File: config.mk
export PLATFORM = sky130hd
export DESIGN_NAME = img2col_ifm_gen
export DESIGN_NICKNAME = d
export VERILOG_FILES = /design/src/rtl/img2col_ifm_gen.sv
export SDC_FILE = /design/constraint.sdc
export NUM_CORES = 1
export LEC_CHECK = 0
export ABC_CLOCK_PERIOD_IN_PS = 7800
export CAP_MARGIN = 20
export CORE_ASPECT_RATIO = 0.9
export CORE_UTILIZATION = 45
export DETAILED_ROUTE_END_ITERATION = 16
export GPL_TIMING_DRIVEN = 0
export PLACE_DENSITY = 0.81
export REMOVE_ABC_BUFFERS = 1
export SKIP_LAST_GASP = 1
export SLEW_MARGIN = 5
export SYNTH_ARGS = -nofsm -noshare
export SYNTH_HDL_FRONTEND = slang
export SYNTH_SLANG_ARGS = --single-unit
File: constraint.sdc
create_clock -name clock_i -period 7.8 [get_ports clock_i]
set_clock_uncertainty 0.05 [all_clocks]
set_input_delay 0.78 -clock clock_i [delete_from_list [all_inputs] [get_ports clock_i]]
set_output_delay 0.78 -clock clock_i [all_outputs]
set_load 0.005 [all_outputs]
File: src/rtl/img2col_ifm_gen.sv
// img2col window gatherer: walks one ksize x ksize (dilated) window over up to CH_MAX channel
// planes, reads the tile buffer and streams words into the matrix buffer. Macro: I2C_ZERO_PAD_EN.
module img2col_ifm_gen #(
  parameter int unsigned SIZE     = 8,
  parameter int unsigned DATA_WID = 16,
  parameter int unsigned KMAX     = 5,
  parameter int unsigned CH_MAX   = 8,
  parameter int unsigned ADDR_W   = 10,
  parameter int unsigned WADDR_W  = 8,
  parameter int unsigned RD_LAT   = 2
) (
  input  logic                       clock_i,
  input  logic                       rst_i,
  input  logic                       start_i,
  output logic                       ready_o,
  output logic                       done_o,
  input  logic [2:0]                 ksize_i,
  input  logic [1:0]                 dilation_i,
  input  logic [3:0]                 channels_i,
  input  logic [5:0]                 tile_length_i,
  input  logic [5:0]                 tile_height_i,
  input  logic signed [6:0]          win_row_i,
  input  logic signed [6:0]          win_col_i,
  input  logic                       hold_i,
  output logic                       ifm_rd_en_o,
  output logic [ADDR_W-1:0]          ifm_rd_addr_o,
  input  logic [SIZE*DATA_WID-1:0]   pixels_in_i,
  output logic                       ifm_wr_en_o,
  output logic [WADDR_W-1:0]         ifm_wr_addr_o,
  output logic [SIZE*DATA_WID-1:0]   pixels_out_o
);

  localparam int unsigned DcW = (RD_LAT > 1) ? $clog2(RD_LAT) : 1;

  typedef enum logic [1:0] {StIdle, StRun, StDrain} state_e;

  state_e              state_q, state_d;
  logic                done_q, done_d;
  logic [DcW-1:0]      dcnt_q, dcnt_d;

  logic [2:0]          ks_q, kw_q, kh_q;
  logic [1:0]          dil_q;
  logic [3:0]          ch_q, c_q;
  logic [5:0]          tl_q, th_q;
  logic signed [6:0]   win_row_q, win_col_q;
  logic signed [31:0]  base_q;
  logic [WADDR_W-1:0]  idx_q;

  logic [RD_LAT-1:0]               vld_q, zro_q;
  logic [RD_LAT-1:0][WADDR_W-1:0]  wa_q;

  logic                issue, last, n_zero, oob, accept;
  logic signed [31:0]  row_s, col_s, tl_s, plane_s;
  logic [ADDR_W-1:0]   tap_addr;

  assign n_zero = (ksize_i == 3'd0) || (32'(ksize_i) > KMAX) ||
                  (channels_i == 4'd0) || (32'(channels_i) > CH_MAX);
  assign accept = (state_q == StIdle) && start_i;
  assign issue  = (state_q == StRun) && !hold_i;
  assign last   = (kw_q == ks_q - 3'd1) && (kh_q == ks_q - 3'd1) && (c_q == ch_q - 4'd1);

  // Signed tap coordinates; the address is formed at full width, then truncated.
  assign row_s    = 32'(win_row_q) + $signed(32'(kh_q) * 32'(dil_q));
  assign col_s    = 32'(win_col_q) + $signed(32'(kw_q) * 32'(dil_q));
  assign tl_s     = $signed(32'(tl_q));
  assign plane_s  = $signed(32'(tl_q) * 32'(th_q));
  assign tap_addr = ADDR_W'(base_q + row_s * tl_s + col_s);

`ifdef I2C_ZERO_PAD_EN
  logic signed [31:0] th_s;
  assign th_s = $signed(32'(th_q));
  assign oob  = (row_s < 0) || (row_s >= th_s) || (col_s < 0) || (col_s >= tl_s);
`else
  assign oob  = 1'b0;
`endif

  always_comb begin
    state_d = state_q;
    done_d  = 1'b0;
    dcnt_d  = dcnt_q;
    case (state_q)
      StIdle: begin
        if (start_i) begin
          if (n_zero) done_d = 1'b1;
          else        state_d = StRun;
        end
      end
      StRun: begin
        if (issue && last) begin
          state_d = StDrain;
          dcnt_d  = '0;
        end
      end
      StDrain: begin
        if (dcnt_q == DcW'(RD_LAT - 1)) begin
          state_d = StIdle;
          done_d  = 1'b1;
        end else begin
          dcnt_d = dcnt_q + DcW'(1);
        end
      end
      default: state_d = StIdle;
    endcase
  end

  always_ff @(posedge clock_i or posedge rst_i) begin
    if (rst_i) begin
      state_q <= StIdle;
      done_q  <= 1'b0;
      dcnt_q  <= '0;
    end else begin
      state_q <= state_d;
      done_q  <= done_d;
      dcnt_q  <= dcnt_d;
    end
  end

  // Window configuration and traversal counters (kw fastest, then kh, then c).
  always_ff @(posedge clock_i or posedge rst_i) begin
    if (rst_i) begin
      ks_q      <= '0;
      dil_q     <= '0;
      ch_q      <= '0;
      tl_q      <= '0;
      th_q      <= '0;
      win_row_q <= '0;
      win_col_q <= '0;
      kw_q      <= '0;
      kh_q      <= '0;
      c_q       <= '0;
      base_q    <= '0;
      idx_q     <= '0;
    end else if (accept) begin
      ks_q      <= ksize_i;
      dil_q     <= (dilation_i == 2'd0) ? 2'd1 : dilation_i;
      ch_q      <= channels_i;
      tl_q      <= tile_length_i;
      th_q      <= tile_height_i;
      win_row_q <= win_row_i;
      win_col_q <= win_col_i;
      kw_q      <= '0;
      kh_q      <= '0;
      c_q       <= '0;
      base_q    <= '0;
      idx_q     <= '0;
    end else if (issue) begin
      idx_q <= idx_q + WADDR_W'(1);
      if (kw_q == ks_q - 3'd1) begin
        kw_q <= '0;
        if (kh_q == ks_q - 3'd1) begin
          kh_q   <= '0;
          c_q    <= c_q + 4'd1;
          base_q <= base_q + plane_s;
        end else begin
          kh_q <= kh_q + 3'd1;
        end
      end else begin
        kw_q <= kw_q + 3'd1;
      end
    end
  end

  // Write-side pipeline, RD_LAT deep so its tail lines up with pixels_in_i.
  always_ff @(posedge clock_i or posedge rst_i) begin
    if (rst_i) begin
      vld_q <= '0;
      zro_q <= '0;
      wa_q  <= '0;
    end else begin
      vld_q[0] <= issue;
      zro_q[0] <= oob;
      wa_q[0]  <= idx_q;
      for (int i = 1; i < int'(RD_LAT); i++) begin
        vld_q[i] <= vld_q[i-1];
        zro_q[i] <= zro_q[i-1];
        wa_q[i]  <= wa_q[i-1];
      end
    end
  end

  assign ready_o       = (state_q == StIdle);
  assign done_o        = done_q;
  assign ifm_rd_en_o   = issue && !oob;
  assign ifm_rd_addr_o = ifm_rd_en_o ? tap_addr : '0;
  assign ifm_wr_en_o   = vld_q[RD_LAT-1];
  assign ifm_wr_addr_o = ifm_wr_en_o ? wa_q[RD_LAT-1] : '0;
  assign pixels_out_o  = (ifm_wr_en_o && !zro_q[RD_LAT-1]) ? pixels_in_i : '0;

endmodule

==> qor.yml, run 1 <==
status:
  status: "completed"
synth:
  synth-main-ff-cell: "dfrtp_1"
  synth.distinct_cells: 42
  syn_inst: 895
  yosysMostFrequentCell: "and2_1"
  postSynthAreaPerCell_um2: 8.75
  synth_top_area_share_pct: 27.2
  syn_area_um2: 7830
  yosys-top-cells-area: "dfrtp_1 (27%), and2_1 (15%), fa_1 (15%)"
  synth.largest_area_cell: "dfrtp_1"
  ys_ff_latch: 85
  synthArstFlopShare_pct: 100
  yosys_warnings: 0
  synth_edf_count: 0
  synth_common_cells: "and2_1 (193), nand2_1 (146), dfrtp_1 (85)"
  synth_seq_area_share_pct: 27.2
timing:
  fmax_mhz: 130
  layout_min_cycle_time_ns: 7.71
  finalHoldViolCount: 0
  finalMaxSlewViolations: 0
  setup_viol: 0
  period_share_pct: 98.9
  relSlewSlack_pct: 56.4
  tightest_slew_ns: 0.654
  finalSetupTns_ns: 0
  fin_ws_ns: 0.0889
routing:
  vias_per_cell: 4.95
  drtPass1Iterations: 4
  drtAntennaViolNets: 0
  drt-total-wl_mm: 27.3
  num_vias: 7184
  routedWlPerCell_um: 18.8
  drc_errors: 0
  drtIter0Drc: 379
critical_path:
  max_stage_delay_ns: 0.55
  rr_worst_depth: 16
  r2r_start: "tl_q[1]"
  r2r_end: "base_q[9]"
  crit_top_cell: "fa_1"
  reg2reg_slack_ns: 3.06
  crit_fanout: 4
  crit_type: "reg -> out"
  crit_path_top_delay_cell: "fa_1"
  critPathLaunchType: "flip-flop"
  crit_path_end_kind: "primary output"
  cp_data_arrival_time_ns: 6.88
  required_ns: 6.97
placed_design:
  post-place-ws_ns: -0.444
  port_buffers: 316
  place_hpwl_mm: 21.5
  globalplace.congestion: 0.957
floorplan:
  initial_core_util_pct: 46.2
  core_um2: 16900
  die_y_um: 127
  pin_count: 317
  rows: 45
  dieArea_um2: 17900
  die_w_um: 141
global_route:
  track_usage_pct: 31.0
  grt_pass1_vias: 7191
  grt_pass1_wl_mm: 41.2
  grt_antenna_before_repair: 4
  grt_max_degree: 100
  grt.overflow.total: 0
cts:
  clkTransAtPathRegs_ns: 0.06
  cts_sinks: 85
  cts_inserted_buffers: 9
  insertion_delay_ns: 0.35
  cts_root_buffer: "clkbuf_16"
  clk_path_buf_depth: 2
  cts_tree: "built"
  h-tree-depth: 3
layout:
  drive_gt1_share_pct: 6.69
  fin_nets: 1500
  n_fill_cell: 1303
  syn_to_final_growth_pct: 52.3
hold_path:
  hp-class: "reg -> reg"
  hold-path-endpoint: "wa_q[12]"
  holdCritStartpoint: "wa_q[4]"
  min_delay_path_depth: 0
run:
  drv_cap: 0
[placed cells by master, fill, tap and decap left out, drive strengths merged, types with 3 or more instances in the layout]
| cell | netlist | routed |
|---|---|---|
| ha | 69 | 69 |
| o21ai | 22 | 22 |
| inv | 84 | 89 |
| clkbuf | 34 | 9 |
| a21oi | 22 | 22 |
| buf | 1 | 20 |
| dfrtp | 85 | 85 |
| xor2 | 23 | 23 |
| o21a | 5 | 5 |
| a31oi | 4 | 4 |
| nor2b | 4 | 4 |
| nor2 | 38 | 38 |
| fa | 58 | 58 |
| xnor2 | 43 | 43 |
| a211oi | 3 | 3 |
| and3 | 4 | 4 |
| clkdlybuf4s50 | 0 | 315 |
| nand2 | 146 | 146 |
| and2 | 193 | 193 |
| nor3 | 7 | 7 |
| nand3 | 13 | 13 |
| a21o | 12 | 12 |
| or3 | 3 | 3 |
| diode | 0 | 4 |
[kinds of logic after synthesis]
family	count (synthesis)	synth area share, %
flops	85	27.2
compound gates	78	6.13
buf+inv	119	5.72
fa+ha+maj	127	25.8
simple gates	417	27.3
xor+xnor	66	7.47
mux	3	0.399
[routing by layer]
layer  part of all wire (%)  track usage [%]  wire length [um]  vias up
met3                    5.9             5.92              1610       61
li1                       -                -                 -     3418
met1                     40             36.8             10900     3438
met5                      0                0                 0        -
met4                    6.2             20.7              1690        0
met2                     48             51.4             13100      267
[cell type report]
cell class,count,area (um^2),share of cell area [%]
multi-input combinational,691,5520,46.2
timing repair buffer,335,3370,28.3
clock inverter,7,61.3,0.514
inverter,84,318,2.66
sequential,85,2130,17.9
clock buffer,9,225,1.89
tap,235,294,2.46
antenna,4,10.0,0.0839
[registers in the layout, indices dropped and copies added (netlist names)]
signal	count
win_col_q	7
c_q	4
tl_q	6
base_q	10
ch_q	4
idx_q	8
vld_q	2
ks_q	3
state_q	2
dil_q	2
wa_q	16
dcnt_q	1
kw_q	3
kh_q	3
done_o	1
th_q	6
win_row_q	7
[how the worst max path moves through the flow]
stage                             endpoint     start  slack, ns  depth (start not counted)
after CTS                 ifm_rd_addr_o[9]   kh_q[0]       0.03                         26
after global routing      ifm_rd_addr_o[9]  dil_q[1]      -0.06                         31
final                     ifm_rd_addr_o[9]  dil_q[0]       0.09                         29
after floorplan           ifm_rd_addr_o[9]   kh_q[0]       0.82                         27
after global placement    ifm_rd_addr_o[9]  dil_q[1]      -0.31                         25
after detailed placement  ifm_rd_addr_o[9]  dil_q[1]      -0.44                         25
[what timing repair did]
action | CTS | global route
hold buffers | 0 | 0
setup buffers | 12 | 3
pin swaps | 18 | 21
resized for setup | 32 | 13
setup endpoints to repair | 3 | 3
[through the flow]
step	hold slack [ns]	std cells	utilization (%)	instance area [um^2]
2_1_floorplan	0.281	860	-	7700
3_3_place_gp	0.282	1411	65.8	11200
3_5_place_dp	0.285	1415	66.5	11300
4_1_cts	0.301	1443	69.7	11800
5_1_grt	0.313	1449	70.4	11900
6_report	0.300	1450	70.4	11900
[worst max-delay path, delay by kind of cell, from the launching register on]
family / cells / cell delay, ns
flip-flops: 1 / 0.42
XOR/XNOR: 4 / 0.65
AND/OR/NAND/NOR: 4 / 0.52
adder cells (fa/ha/maj): 9 / 3.48
buffers and inverters: 8 / 0.82
AO/OA/AOI/OAI: 4 / 0.65
Power of run 1 is not shown: default switching activity piles up to over one toggle a cycle in this logic, so the estimate is an artifact.
==> run 2: changes to the inputs <==
Settings changed: CORE_MARGIN set to 2.
==> run 2 against run 1 <==
Sequential share of layout area rose by 0.065 points. Die area up 3.0%. Highest routed layer unchanged. Hold slack worse by 0.0020 ns. Flip-flop and latch count stayed put. Critical path type unchanged. Non-clock buffer count fell by 1. Via count grew 0.49%. Final cell count shrank 0.21%.
==> qor.yml, run 2 (same netlist as run 1, synthesis figures left out) <==
timing:
  fin_ws_ns: 0.161  # +0.0725 ns
  period_share_pct: 97.9  # -0.93 points
  finalHoldViolCount: 0  # unchanged
  setup_viol: 0  # unchanged
  layout_min_cycle_time_ns: 7.64  # -0.0725 ns
  finalMaxSlewViolations: 0  # unchanged
  relSlewSlack_pct: 53.9  # -2.5 points
  tightest_slew_ns: 0.692  # +0.0376 ns
  fmax_mhz: 131  # +0.95%
  finalSetupTns_ns: 0  # unchanged
critical_path:
  r2r_end: "base_q[9]"
  r2r_start: "tl_q[1]"
  reg2reg_slack_ns: 3.01  # -0.05 ns
  crit_fanout: 4  # unchanged
  required_ns: 6.97  # about the same
  crit_path_end_kind: "primary output"
  critPathLaunchType: "flip-flop"
  crit_type: "reg -> out"
  rr_worst_depth: 16  # unchanged
  cp_data_arrival_time_ns: 6.81  # -0.07 ns
floorplan:
  core_um2: 16900  # unchanged
  dieArea_um2: 18500  # +3.0%
  die_w_um: 143  # +1.4%
  die_y_um: 129  # +1.6%
  initial_core_util_pct: 46.2  # unchanged
  rows: 45  # unchanged
  pin_count: 317  # unchanged
routing:
  drt-total-wl_mm: 26.5  # -2.9%
  drtAntennaViolNets: 0  # unchanged
  drc_errors: 0  # unchanged
  num_vias: 7219  # +0.49%
  vias_per_cell: 4.99  # +0.70%
  drtPass1Iterations: 4  # unchanged
  drtIter0Drc: 325  # -14%
  routedWlPerCell_um: 18.3  # -2.7%
layout:
  drive_gt1_share_pct: 6.03  # -0.66 points
  largestRegisters: "wa_q x16, base_q x10, idx_q x8"
  instances_no_fill: 1447  # -0.21%
  fin_nets: 1499  # -0.067%
  largest-register: "wa_q"
  final_util_pct: 70.2  # -0.21 points
  layout_commonest_cell: "clkdlybuf4s50_1"
  layout_common_cells: "clkdlybuf4s50_1 (315), and2_1 (191), nand2_1 (146)"
  syn_to_final_growth_pct: 51.9
  largest_reg_flops: 16  # unchanged
hold_path:
  hold-path-endpoint: "wa_q[12]"
  min_delay_path_depth: 0  # unchanged
  hp-class: "reg -> reg"
  holdCritStartpoint: "wa_q[4]"
placed_design:
  globalplace.congestion: 0.888  # -7.2%
  place_inst: 1415  # unchanged
  post-place-ws_ns: -0.359  # +0.0846 ns
  port_buffers: 316  # unchanged
  place_hpwl_mm: 20.9  # -2.5%
cts:
  h-tree-depth: 3  # unchanged
  cts_sinks: 85  # unchanged
  cts_root_buffer: "clkbuf_16"
  cts_tree: "built"
  clkTransAtPathRegs_ns: 0.06  # about the same
  clk_path_buf_depth: 2  # unchanged
  cts_inserted_buffers: 9  # unchanged
  insertion_delay_ns: 0.35  # about the same
global_route:
  grt_pass1_wl_mm: 40.1  # -2.6%
  grt.overflow.total: 0  # unchanged
  track_usage_pct: 29.0  # -2.0 points
  grt_max_degree: 77  # -23%
  grt_antenna_before_repair: 3  # -1
  grt_pass1_vias: 7381  # +2.6%
status:
  status: "completed"
run:
  drv_cap: 0  # unchanged
run 2: changes by cell type in the layout (fill, tap and decap cells not counted), sizes merged:
| cell | delta |
|---|---|
| diode | -2 |
| buf | -1 |
| clkbuf | +1 |
| clkinvlp | -1 |
run 2: layout make-up:
| type | instances | area, um^2 |
|---|---|---|
| Clock inverter | 6 | 51.3 |
| Timing Repair Buffer | 334 | 3370 |
| Sequential cell | 85 | 2130 |
| Inverter | 84 | 318 |
| Clock buffer | 10 | 239 |
| Fill cell | 1304 | 5050 |
| Antenna cell | 2 | 5.00 |
| Multi-Input combinational cell | 691 | 5490 |
| Tap cell | 235 | 294 |
run 2: repair_timing:
action	4_1_cts	5_1_grt
pin swaps	19	20
gates resized for setup	29	8
hold buffers	0	0
setup endpoints to repair	3	3
setup buffers	12	2
run 2: worst max path at each step:
stage	startpoint	endpoint	slack [ns]	depth (start not counted)
5_1_grt	dil_q[0]	ifm_rd_addr_o[9]	-0.1	28
2_1_floorplan	kh_q[0]	ifm_rd_addr_o[9]	0.82	27
3_3_place_gp	dil_q[1]	ifm_rd_addr_o[9]	-0.28	27
4_1_cts	kh_q[0]	ifm_rd_addr_o[9]	0.06	28
3_5_place_dp	dil_q[1]	ifm_rd_addr_o[9]	-0.36	25
6_report	dil_q[1]	ifm_rd_addr_o[9]	0.16	27
run 2: routing by layer:
| layer | global-route usage [%] | share of wire [%] | vias up |
|---|---|---|---|
| met5 | 0 | 0 | - |
| met4 | 19.3 | 7.0 | 0 |
| met3 | 4.21 | 6.0 | 68 |
| met2 | 48.8 | 48 | 260 |
| met1 | 34.7 | 39 | 3486 |
| li1 | - | - | 3405 |
run 2: per-stage QoR:
stage / cell area, um^2 / hold slack, ns
5_1_grt: 11900 / 0.302
4_1_cts: 11800 / 0.296
6_report: 11900 / 0.298
2_1_floorplan: 7700 / 0.281
3_5_place_dp: 11300 / 0.285
3_3_place_gp: 11200 / 0.281
run 2: critical path: stages (launching register included):
cell and delay (ns):
dfrtp_2 0.36, and2_1 0.14, ha_2 0.19, inv_1 0.05, fa_1 0.40, xor2_2 0.20, ha_4 0.31, nand2_1 0.07
o21ai_2 0.18, xor2_2 0.25, and2_4 0.19, fa_1 0.44, fa_1 0.52, inv_1 0.05, fa_1 0.48, inv_1 0.06
fa_1 0.58, ha_4 0.21, ha_4 0.25, a21oi_2 0.16, nor2b_1 0.06, a311o_1 0.37, o31ai_4 0.31, xnor2_2 0.16
xnor2_1 0.15, xnor2_1 0.14, nor2_1 0.07, buf_2 0.14
Power of run 2 is left out for the same reason.
==> run 3: changes to the inputs <==
Settings changed: CORE_UTILIZATION 45 to 35, PLACE_DENSITY 0.81 to 0.65.
==> run 3 against run 2 <==
Die area is 28% higher. Sequential share of layout area is 0.18 points lower. Largest cell class unchanged. Fmax rose by 0.85%. Worst setup slack better by 0.064 ns. Cell area is 0.94% higher. Core utilization shrank 15 points. Critical path depth up 1. Routed wire length down 5.7%. First-iteration DRC count down 20%. Via count is 4.8% lower.
==> qor.yml, run 3 (same netlist as run 1, synthesis figures left out) <==
status:
  status: "completed"
hold_path:
  hold-path-endpoint: "wa_q[8]"
  holdCritStartpoint: "wa_q[0]"
  hp-class: "reg -> reg"
  min_delay_path_depth: 0  # unchanged
timing:
  tightest_slew_ns: 0.594  # -0.0980 ns
  finalMaxSlewViolations: 0  # unchanged
  setup_viol: 0  # unchanged
  fmax_mhz: 132  # +0.85%
  fin_ws_ns: 0.226  # +0.0641 ns
  finalHoldViolCount: 0  # unchanged
  layout_min_cycle_time_ns: 7.57  # -0.0641 ns
  relSlewSlack_pct: 60.4  # +6.5 points
  period_share_pct: 97.1  # -0.82 points
cts:
  h-tree-depth: 3  # unchanged
  cts_inserted_buffers: 9  # unchanged
  cts_root_buffer: "clkbuf_16"
  cts_tree: "built"
  insertion_delay_ns: 0.35  # about the same
  clkTransAtPathRegs_ns: 0.07  # about the same
  cts_sinks: 85  # unchanged
  clk_path_buf_depth: 2  # unchanged
critical_path:
  rr_worst_depth: 18  # +2
  r2r_end: "base_q[9]"
  crit_path_top_delay_cell: "fa_1"
  reg2reg_slack_ns: 3.09  # +0.08 ns
  required_ns: 6.97  # about the same
  crit_type: "reg -> out"
  max_stage_delay_ns: 0.56  # -0.02 ns
  crit_path_end_kind: "primary output"
  crit_top_cell: "fa_1"
  r2r_start: "tl_q[2]"
  critPathLaunchType: "flip-flop"
  critPathLaunch: "dil_q[0]"
  crit_fanout: 4  # unchanged
  cp_data_arrival_time_ns: 6.74  # -0.07 ns
routing:
  drtAntennaViolNets: 0  # unchanged
  num_vias: 6874  # -4.8%
  drc_errors: 0  # unchanged
  vias_per_cell: 4.58  # -8.1%
  drt-total-wl_mm: 25.0  # -5.7%
  routedWlPerCell_um: 16.6  # -9.0%
  drtPass1Iterations: 4  # unchanged
  drtIter0Drc: 261  # -20%
floorplan:
  initial_core_util_pct: 35.9  # -10 points
  dieArea_um2: 23600  # +28%
  pin_count: 317  # unchanged
  rows: 51  # +13%
  core_um2: 21800  # +29%
  die_y_um: 146  # +13%
  die_w_um: 162  # +13%
placed_design:
  post-place-ws_ns: -0.434  # -0.0748 ns
  place_hpwl_mm: 19.9  # -5.1%
  place_area_um2: 11300  # +0.69%
  port_buffers: 316  # unchanged
  globalplace.congestion: 0.836  # -5.8%
layout:
  largest_reg_flops: 16  # unchanged
  layout_commonest_cell: "clkdlybuf4s50_1"
  largestRegisters: "wa_q x16, base_q x10, idx_q x8"
  fin_nets: 1498  # -0.067%
  syn_to_final_growth_pct: 53.3
  design_area_um2: 12000  # +0.94%
  layout_common_cells: "clkdlybuf4s50_1 (315), and2_1 (188), nand2_1 (145)"
  drive_gt1_share_pct: 6.87  # +0.83 points
  largest-register: "wa_q"
  antenna_cells: 0  # -2
global_route:
  grt_pass1_wl_mm: 38.2  # -4.7%
  grt_antenna_before_repair: 0  # -3
  grt_max_degree: 85  # +10%
  met1_usage_pct: 28.1  # -6.6 points
  use_met2_pct: 35.3  # -13 points
  grt.overflow.total: 0  # unchanged
  grt_pass1_vias: 6840  # -7.3%
  busiest_layer: "met2"
  grtUsageMet3_pct: 4.02  # -0.19 points
  track_usage_pct: 20.9  # -8.1 points
run:
  drv_cap: 0  # unchanged
## run 3: changes by cell type in the layout (fill, tap and decap cells not counted), sizes merged
cell / change
buf: -1
clkinv: +1
diode: -2
clkbuf: -1
## run 3: metal layers
metal / part of all wire [%] / up-vias / wire [um]
li1: - / 3414 / -
met5: 0 / - / 0
met3: 4.8 / 16 / 1190
met1: 46 / 3281 / 11600
met4: 1.1 / 0 / 266
met2: 48 / 163 / 11900
## run 3: worst max-delay path by stage
stage | endpoint | slack (ns) | depth (start not counted)
4_1_cts | ifm_rd_addr_o[9] | 0.06 | 28
2_1_floorplan | ifm_rd_addr_o[9] | 0.82 | 27
3_3_place_gp | ifm_rd_addr_o[9] | -0.38 | 27
3_5_place_dp | ifm_rd_addr_o[9] | -0.43 | 27
6_report | ifm_rd_addr_o[9] | 0.23 | 28
5_1_grt | ifm_rd_addr_o[9] | -0.02 | 28
## run 3: per-stage QoR
stage          util [%]  std cells  hold WS [ns]  TNS (ns)
6_report           55.0       1500         0.297         0
5_1_grt            55.0       1500         0.308   -0.0263
4_1_cts            54.3       1497         0.300         0
3_5_place_dp       52.0       1471         0.285    -0.434
3_3_place_gp       51.5       1467         0.282    -0.384
2_1_floorplan         -        860         0.281         0
## run 3: worst max-delay path: cells and delay by family, from the launching register on
| kind | cells | cell delay (ns) |
|---|---|---|
| and+or+nand+nor | 4 | 0.59 |
| AOI/OAI and AO/OA | 4 | 0.59 |
| xor gates and xnor gates | 4 | 0.54 |
| DFF | 1 | 0.41 |
| adders and majority gates | 9 | 3.56 |
| buffers and inverters | 7 | 0.70 |
## run 3: what timing repair did
| action | in CTS | in global routing |
|---|---|---|
| hold buffers | 0 | 0 |
| pin swaps | 18 | 30 |
| endpoints found under the setup margin | 3 | 3 |
| setup buffers | 10 | 3 |
| resized for setup | 25 | 24 |
## run 3: cell type report
cell class	count	area (um^2)
fillers	1996	9810
multi-input cells	691	5530
repair buffers	333	3370
flip-flops and latches	85	2130
well taps	291	364
inverters	84	318
clock buffers	9	225
clock inverters	7	65.1
Power of run 3 is left out for the same reason.
